## config.mk

```make
export PLATFORM = sky130hd
export DESIGN_NAME = vga_frame_grabber
export DESIGN_NICKNAME = d
export VERILOG_FILES = /design/src/rtl/vga_frame_grabber.sv
export SDC_FILE = /design/constraint.sdc
export NUM_CORES = 1
export LEC_CHECK = 0
export BUFFER_PORTS_ARGS = -buffer_cell sky130_fd_sc_hd__buf_2
export CORE_MARGIN = 2
export CORE_UTILIZATION = 65
export CTS_CLUSTER_DIAMETER = 60
export DETAILED_ROUTE_END_ITERATION = 16
export PLACE_DENSITY_LB_ADDON = 0.25
export RECOVER_POWER = 100
export SYNTH_ARGS = -nofsm -noshare
export SYNTH_HDL_FRONTEND = slang
export SYNTH_SLANG_ARGS = --single-unit
```

## constraint.sdc

```tcl
create_clock -name GCLK -period 9.3 [get_ports GCLK]
set_clock_uncertainty 0.2 [all_clocks]
set_input_delay 0.93 -clock GCLK [delete_from_list [all_inputs] [get_ports GCLK]]
set_output_delay 0.93 -clock GCLK [all_outputs]
set_load 0.05 [all_outputs]
```

## src/rtl/vga_frame_grabber.sv

```systemverilog
// Snoops a VGA bus and captures one visible frame into a FWFT pixel FIFO on request.
// Optional GRABBER_CRC_EN adds FRAME_CRC, a CRC-16-CCITT over every captured pixel.
module vga_frame_grabber #(
  parameter int COLOR_DEPTH  = 4,
  parameter int X_WIDTH      = 640,
  parameter int Y_WIDTH      = 480,
  parameter int X_BACK_PORCH = 48,
  parameter int Y_BACK_PORCH = 33,
  parameter int FIFO_DEPTH   = 16,
  parameter int SYNC_POL     = 0
) (
  input  logic                     GCLK,
  input  logic                     BTNC,
  input  logic                     PIX_EN,
  input  logic [COLOR_DEPTH-1:0]   VGA_R,
  input  logic [COLOR_DEPTH-1:0]   VGA_G,
  input  logic [COLOR_DEPTH-1:0]   VGA_B,
  input  logic                     VGA_HS,
  input  logic                     VGA_VS,
  input  logic                     CAP_REQ,
  output logic [3*COLOR_DEPTH-1:0] PIX_DATA,
  output logic                     PIX_VLD,
  input  logic                     PIX_RDY,
  output logic                     PIX_SOF,
  output logic                     PIX_EOL,
  output logic                     BUSY,
  output logic                     FRAME_DONE,
`ifdef GRABBER_CRC_EN
  output logic                     OVERFLOW,
  output logic [15:0]              FRAME_CRC
`else
  output logic                     OVERFLOW
`endif
);
  localparam int DW  = 3 * COLOR_DEPTH;
  localparam int WW  = DW + 2;
  localparam int AW  = $clog2(FIFO_DEPTH);
  localparam int XW  = $clog2(X_WIDTH) + 1;
  localparam int YW  = $clog2(Y_WIDTH) + 1;
  localparam int LSW = $clog2(Y_BACK_PORCH) + 1;
  localparam int PSW = $clog2(X_BACK_PORCH) + 1;
  localparam logic            ACT      = (SYNC_POL != 0);
  localparam logic [XW-1:0]   COL_LAST = XW'(X_WIDTH - 1);
  localparam logic [YW-1:0]   ROW_LAST = YW'(Y_WIDTH - 1);
  localparam logic [LSW-1:0]  LS_INIT  = LSW'(Y_BACK_PORCH);
  localparam logic [PSW-1:0]  PS_INIT  = PSW'(X_BACK_PORCH);
  localparam logic [AW:0]     FULL_CNT = (AW + 1)'(FIFO_DEPTH);

  typedef enum logic [2:0] {IDLE, WAIT_VS, WAIT_LINE, SKIP, ACTIVE} state_t;

  state_t         state_q;
  logic           hs_q, vs_q;
  logic [LSW-1:0] line_skip_q;
  logic [PSW-1:0] px_skip_q;
  logic [XW-1:0]  col_q;
  logic [YW-1:0]  row_q;
  logic           frame_done_q, overflow_q;
  logic [WW-1:0]  mem_q [FIFO_DEPTH];
  logic [AW-1:0]  wr_ptr_q, rd_ptr_q;
  logic [AW:0]    count_q;

  logic          hs_deassert, vs_deassert, wr_due, wr_en, rd_en, fifo_empty, fifo_full;
  logic [WW-1:0] wr_word, rd_word;

  // Edges compare the registered sync against the current sample, only on pixel enables.
  assign hs_deassert = PIX_EN && (hs_q == ACT) && (VGA_HS != ACT);
  assign vs_deassert = PIX_EN && (vs_q == ACT) && (VGA_VS != ACT);
  assign wr_due      = (state_q == ACTIVE) && PIX_EN && !vs_deassert;
  assign fifo_empty  = (count_q == '0);
  assign fifo_full   = (count_q == FULL_CNT);
  assign rd_en       = !fifo_empty && PIX_RDY;
  assign wr_en       = wr_due && (!fifo_full || rd_en);
  assign wr_word     = {(row_q == '0) && (col_q == '0), col_q == COL_LAST, VGA_R, VGA_G, VGA_B};
  assign rd_word     = mem_q[rd_ptr_q];

  assign PIX_VLD    = !fifo_empty;
  assign PIX_DATA   = fifo_empty ? '0 : rd_word[DW-1:0];
  assign PIX_EOL    = !fifo_empty && rd_word[DW];
  assign PIX_SOF    = !fifo_empty && rd_word[DW+1];
  assign BUSY       = (state_q != IDLE);
  assign FRAME_DONE = frame_done_q;
  assign OVERFLOW   = overflow_q;

  always_ff @(posedge GCLK) begin
    if (wr_en) mem_q[wr_ptr_q] <= wr_word;
  end

  always_ff @(posedge GCLK) begin
    if (BTNC) begin
      state_q      <= IDLE;
      hs_q         <= ~ACT;
      vs_q         <= ~ACT;
      line_skip_q  <= '0;
      px_skip_q    <= '0;
      col_q        <= '0;
      row_q        <= '0;
      frame_done_q <= 1'b0;
      overflow_q   <= 1'b0;
      wr_ptr_q     <= '0;
      rd_ptr_q     <= '0;
      count_q      <= '0;
    end else begin
      frame_done_q <= 1'b0;
      if (PIX_EN) begin
        hs_q <= VGA_HS;
        vs_q <= VGA_VS;
      end
      if (wr_en) wr_ptr_q <= wr_ptr_q + AW'(1);
      if (rd_en) rd_ptr_q <= rd_ptr_q + AW'(1);
      case ({wr_en, rd_en})
        2'b10:   count_q <= count_q + (AW + 1)'(1);
        2'b01:   count_q <= count_q - (AW + 1)'(1);
        default: count_q <= count_q;
      endcase
      if (wr_due && !wr_en) overflow_q <= 1'b1;

      case (state_q)
        IDLE: if (CAP_REQ) begin
          overflow_q <= 1'b0;
          state_q    <= WAIT_VS;
        end
        WAIT_VS: if (vs_deassert) begin
          line_skip_q <= LS_INIT;
          row_q       <= '0;
          state_q     <= WAIT_LINE;
        end
        WAIT_LINE: begin
          if (vs_deassert) begin
            overflow_q <= 1'b1;
            state_q    <= IDLE;
          end else if (hs_deassert) begin
            if (line_skip_q != '0) begin
              line_skip_q <= line_skip_q - LSW'(1);
            end else begin
              col_q     <= '0;
              px_skip_q <= PS_INIT;
              state_q   <= (X_BACK_PORCH == 0) ? ACTIVE : SKIP;
            end
          end
        end
        SKIP: begin
          if (vs_deassert) begin
            overflow_q <= 1'b1;
            state_q    <= IDLE;
          end else if (PIX_EN) begin
            px_skip_q <= px_skip_q - PSW'(1);
            if (px_skip_q == PSW'(1)) state_q <= ACTIVE;
          end
        end
        ACTIVE: begin
          if (vs_deassert) begin
            overflow_q <= 1'b1;
            state_q    <= IDLE;
          end else if (PIX_EN) begin
            col_q <= col_q + XW'(1);
            if (col_q == COL_LAST) begin
              if (row_q == ROW_LAST) begin
                frame_done_q <= 1'b1;
                state_q      <= IDLE;
              end else begin
                row_q       <= row_q + YW'(1);
                line_skip_q <= '0;
                state_q     <= WAIT_LINE;
              end
            end
          end
        end
        default: state_q <= IDLE;
      endcase
    end
  end

`ifdef GRABBER_CRC_EN
  function automatic logic [15:0] crc_next(input logic [15:0] c, input logic [DW-1:0] d);
    logic [15:0] r;
    logic        fb;
    r = c;
    for (int i = DW - 1; i >= 0; i--) begin
      fb = r[15] ^ d[i];
      r  = {r[14:0], 1'b0} ^ (fb ? 16'h1021 : 16'h0000);
    end
    return r;
  endfunction

  logic [15:0] crc_q;
  assign FRAME_CRC = crc_q;

  // Dropped pixels still fold into the CRC so it reflects the renderer, not the FIFO.
  always_ff @(posedge GCLK) begin
    if (BTNC)                              crc_q <= 16'h0000;
    else if ((state_q == IDLE) && CAP_REQ) crc_q <= 16'hFFFF;
    else if (wr_due)                       crc_q <= crc_next(crc_q, {VGA_R, VGA_G, VGA_B});
  end
`endif
endmodule
```

# ---- Word-level counts from Yosys, hierarchy flattened
# Memories as Yosys holds them, arrays and structs flattened. A register that Yosys moved wholly into a read port is not among the register bits.
# Index checks and enable logic that the tools add are counted.
dict set report classes {
  mux 51
  eq_ne 28
  n_addsub 8
  n_reduce_logical 35
  n_bitwise 5
}
# op n
set ops {}
lappend ops {{$mux 7} 13}
lappend ops {{$mux 11} 5}
lappend ops {{$mux 10} 5}
lappend ops {{$mux 3} 11}
lappend ops {{$ne 2x2->1 const B} 12}
lappend ops {{$pmux 11 s2} 1}
lappend ops {{$pmux 7 s3} 1}
lappend ops {{$pmux 10 s2} 1}
lappend ops {{$ne 3x3->1 const B} 6}
lappend ops {{$reduce_and 6->1} 3}
lappend ops {{$pmux 3 s5} 1}
lappend ops {{$pmux 7 s2} 1}
lappend ops {{$sub 7x1->7 const B} 2}
lappend ops {{$logic_and 1x1->1} 12}
lappend ops {{$mux 12} 1}
lappend ops {{$add 11x1->11 const B} 1}
lappend ops {{$eq 11x10->1 const B} 1}
lappend ops {{$logic_not 11->1} 1}
lappend ops {{$add 10x1->10 const B} 1}
lappend ops {{$eq 10x9->1 const B} 1}
lappend ops {{$logic_not 10->1} 1}
lappend ops {{$pmux 5 s2} 1}
lappend ops {{$reduce_and 9->1} 1}
lappend ops {{$add 4x1->4 const B} 2}
lappend ops {{24 further kinds} 42}
dict set report word_totals {
  register_bits 55
  output_inout_bits 18
  n_memories 1
  elab_cells 140
  ramBits 224
}
# name depth word_bits rd rd_clocked_by_memory_dff wr line_no
set memory_table {}
lappend memory_table {mem_q 16 14 1 1 1 58} ;# logic [WW-1:0] mem_q [FIFO_DEPTH];

# ---- Longest topological paths before layout
dict set report logic_depth {
  ltp_word 11
  ltp_mapped 12
  mapped_depth_nobuf 10
}

# ---- Least setup slack after synthesis
# No wires, ideal clock.
dict set report synth_timing {
  path_type {input to register}
  startpoint {input PIX_EN}
  endpoint {memory mem_q[2][0] (netlist bit) (enable)}
  arrival_ns 2.925
  setup_slack_ns 5.753
  setup_time_ns 0.421
  path_stages 4
  t_required_ns 8.679
  cell_sequence {buf_6 > nand3b_1 > o2111ai_4 > nor4_1}
}
dict set report synth_via {
  elab_chain_cells 7
  word_cells_on_any_way 8
  classes_between {mux (2); reduce/logical (6)}
}
# item line_no
set synth_lines {}
lappend synth_lines {{from (decl)} 14} ;# input logic PIX_EN,
lappend synth_lines {{$logic_and 1x1->1 (2 in a row)} 67} ;# assign vs_deassert = PIX_EN && (vs_q == ACT) && (VGA_VS != ACT);
lappend synth_lines {{$logic_not 1->1} 68} ;# assign wr_due = (state_q == ACTIVE) && PIX_EN && !vs_deassert;
lappend synth_lines {{$logic_and 1x1->1 (*)} 68}
lappend synth_lines {{$logic_and 1x1->1 (*)} 72} ;# assign wr_en = wr_due && (!fifo_full || rd_en);
lappend synth_lines {{$mux 1 (*)} 85} ;# if (wr_en) mem_q[wr_ptr_q] <= wr_word;
lappend synth_lines {{$mux 1 (implied by the code) (*)} 85}
lappend synth_lines {{to (decl)} 58}
# Mark *: on every way between the ends. The rest lies on a longest branch, timed or not.

# ---- Final worst setup path
dict set report layout_timing {
  startpoint {register state_q[2]}
  endpoint {memory mem_q[11][7] (netlist bit) (enable)}
}
dict set report layout_via {
  elab_chain_cells 6
}
# item line_no
set layout_lines {}
lappend layout_lines {{from (decl)} 51} ;# state_t state_q;
lappend layout_lines {{from (signal assigned)} 137} ;# state_q <= (X_BACK_PORCH == 0) ? ACTIVE : SKIP;
lappend layout_lines {{$eq 3x3->1} 68}
lappend layout_lines {{$logic_and 1x1->1 (2 in a row)} 68}
lappend layout_lines {{$logic_and 1x1->1} 72}
lappend layout_lines {{$mux 1} 85}
lappend layout_lines {{$mux 1 (implied by the code)} 85}
# Every way passes these cells.

==> results.json <==
{
  "crit_type": "reg -> reg",
  "postCtsSetupRepairBufs": 0,
  "std_cell_rows": 49,
  "cts_hold_buffers": 0,
  "tns_ns": 0,
  "post-place-ws_ns": 5.33,
  "worstRegToRegCells": 4,
  "n_fill_cell": 1069,
  "worst_setup_path_start_kind": "register",
  "synth-edff-count": 224,
  "cap_violations": 8,
  "path_max_fanout": 14,
  "finalWorstSetupSlack_ns": 4.30,
  "die_h_um": 140,
  "stdcell_area_um2": 13300,
  "syn-num-nets": 781,
  "cpPeakStageDelay_ns": 1.30,
  "synth_cell_types": 73,
  "worst_pin_slew_ns": 2.26,
  "finalCritPeriodShare_pct": 53.8,
  "fin_nets": 824,
  "hold_start": "line_skip_q[6]",
  "core_um2": 18100,
  "hold_depth": 1,
  "grtUsageTotal_pct": 28.3,
  "required_ns": 9.24,
  "yosysSeqAreaShare_pct": 65.5,
  "n_antenna_cell": 0,
  "netlist_area_um2": 12100,
  "htreeDepth": 1,
  "firstDrtPassIters": 7,
  "rrSetupSlack_ns": 4.30,
  "drc": 0,
  "cpMaxStageDelayCell": "and2_0",
  "clk_path_buf_depth": 3,
  "grt_antenna_before_repair": 0,
  "grt_max_degree": 57,
  "cts_resized": 0,
  "syn-instance-count": 746,
  "hold_end": "line_skip_q[6]",
  "regArea_um2": 7910,
  "grt_pass1_vias": 7138,
  "p_per_area_nw_per_um2": 246,
  "hold_violations": 0,
  "wl_per_cell_um": 26.0,
  "clk_pin_slew_worst_paths_ns": 0.06,
  "min_path_type": "reg -> reg",
  "crit_path_end_kind": "register",
  "num_vias": 7094,
  "clockRootBuffer": "clkbuf_16",
  "die_width_um": 140,
  "path_cells": "nor3b_1 > o2111ai_1 > nor3b_1 > and2_0",
  "post_dp_cell_area_um2": 12500,
  "wl_um": 27100,
  "ys_warn_count": 0,
  "syn_avg_cell_area_um2": 16.2,
  "final_common_cell": "edfxtp_1",
  "worstSkewPairLatency_ns": 0.55,
  "final_cell_mix": "edfxtp_1 (224), mux4_2 (70), dfxtp_1 (58)",
  "ant_nets": 0,
  "synthToLayoutAreaGrowth_pct": 10.1,
  "die_area_um2": 19700,
  "grt_pass1_wl_um": 41700,
  "place_congestion": 0.856,
  "io_pins": 37,
  "slew_viol_final": 150,
  "ys_ff_latch": 283,
  "p_total_uw": 3280,
  "multiInputGateArea_um2": 3800,
  "status": "finished with violations",
  "p_leak_uw": 0.00420,
  "violations": "max-capacitance violations, max-slew violations",
  "start_util_pct": 66.8,
  "ys.flop_type": "edfxtp_1",
  "grt-ovfl-total": 0,
  "crit_arrival_ns": 4.94,
  "fin_util_pct": 73.5,
  "crit_path_frequent_cell": "nor3b_1",
  "rsz0062_at_grt": "no",
  "peakVddDrop_mv": 0.262,
  "clock.fmax_ghz": 0.200,
  "finalSetupViolCount": 0,
  "drt_iter0_drc": 810,
  "r2r_end": "mem_q[11][7]",
  "rr_startpoint": "state_q[2]",
  "cts_tree": "built",
  "cts.sinks": 283,
  "finalCriticalPeriod_ns": 5.00,
  "drive_above_1_share_pct": 18.1,
  "port_buffers": 36,
  "crit_path_start": "state_q[2]",
  "synthArstFlopShare_pct": 0,
  "numCtsBuffers": 28,
  "vias_per_cell": 6.82,
  "hpwl_um": 14900,
  "slew_headroom_pct": -52.0
}
registers in the layout, indices dropped and copies added (netlist names), named ones only:
name / cells
px_skip_q: 7
wr_ptr_q: 4
vs_q: 1
col_q: 11
state_q: 3
rd_ptr_q: 4
count_q: 5
OVERFLOW: 1
hs_q: 1
mem_q: 224
FRAME_DONE: 1
row_q: 10
line_skip_q: 7
critical path, delay by kind of cell, from the launching register on:
| kind | cells | cell delay [ns] |
|---|---|---|
| AO/OA/AOI/OAI | 1 | 0.74 |
| flip-flops | 1 | 0.56 |
| AND/OR/NAND/NOR | 3 | 3.07 |
kinds of logic after synthesis:
group	Yosys count	share of synthesized area, %
DFF	283	65.5
and+or+nand+nor	199	9.48
AOI/OAI and AO/OA	86	5.58
muxes	78	13.8
buffers and inverters	63	2.49
xor gates and xnor gates	21	1.52
adders and majority gates	16	1.72
stage by stage:
step | hold WS (ns) | cells
2_1_floorplan | 0.242 | 746
3_3_place_gp | 0.252 | 988
3_5_place_dp | 0.269 | 988
4_1_cts | 0.277 | 1040
5_1_grt | 0.300 | 1040
6_report | 0.276 | 1040
final cells by class:
class                           instances  area share [%]
Inverter                               25           0.705
Multi-Input combinational cell        400            28.6
Clock inverter                         17            1.72
Clock buffer                           35            5.78
Tap cell                              229            2.15
Timing Repair Buffer                   51            1.60
Sequential cell                       283            59.5
how the worst max path moves through the flow:
stage	slack, ns	end
6_report	4.30	mem_q[11][7]
5_1_grt	4.03	mem_q[11][1]
4_1_cts	4.75	PIX_DATA[6]
3_5_place_dp	5.33	PIX_EOL
3_3_place_gp	5.40	PIX_SOF
2_1_floorplan	5.75	mem_q[2][0]
report_power, final:
group	internal (µW)	switching (µW)	leakage, µW
combinational	242	402	0.00121
clock	727	483	0.000481
sequential	1380	38.7	0.00252
total	2350	924	0.00420
synthesized netlist by cell type (6+ instances only):
master / count / area share (%)
o21ai_0: 12 / 0.50
nor4_1: 11 / 0.57
or4_1: 6 / 0.37
a21oi_1: 19 / 0.79
nor2_1: 45 / 1.4
ha_1: 15 / 1.6
xnor2_1: 17 / 1.2
inv_1: 25 / 0.78
and2_1: 21 / 1.1
or3_1: 8 / 0.41
buf_2: 9 / 0.37
buf_4: 8 / 0.50
nand4_1: 7 / 0.36
edfxtp_1: 224 / 56
nor3_1: 16 / 0.66
nand2_1: 25 / 0.78
clkbuf_1: 15 / 0.47
nand3_1: 24 / 0.99
dfxtp_1: 59 / 9.8
mux4_2: 70 / 13
o31ai_1: 10 / 0.62
layer usage:
metal	track usage [%]	part of all wire (%)	up-vias
met5	0	0	-
met4	8.67	2.7	0
met3	6.15	9.1	61
met2	46.5	50	378
met1	38.7	39	3615
li1	-	-	3040
(Power assumes the default switching activity.)
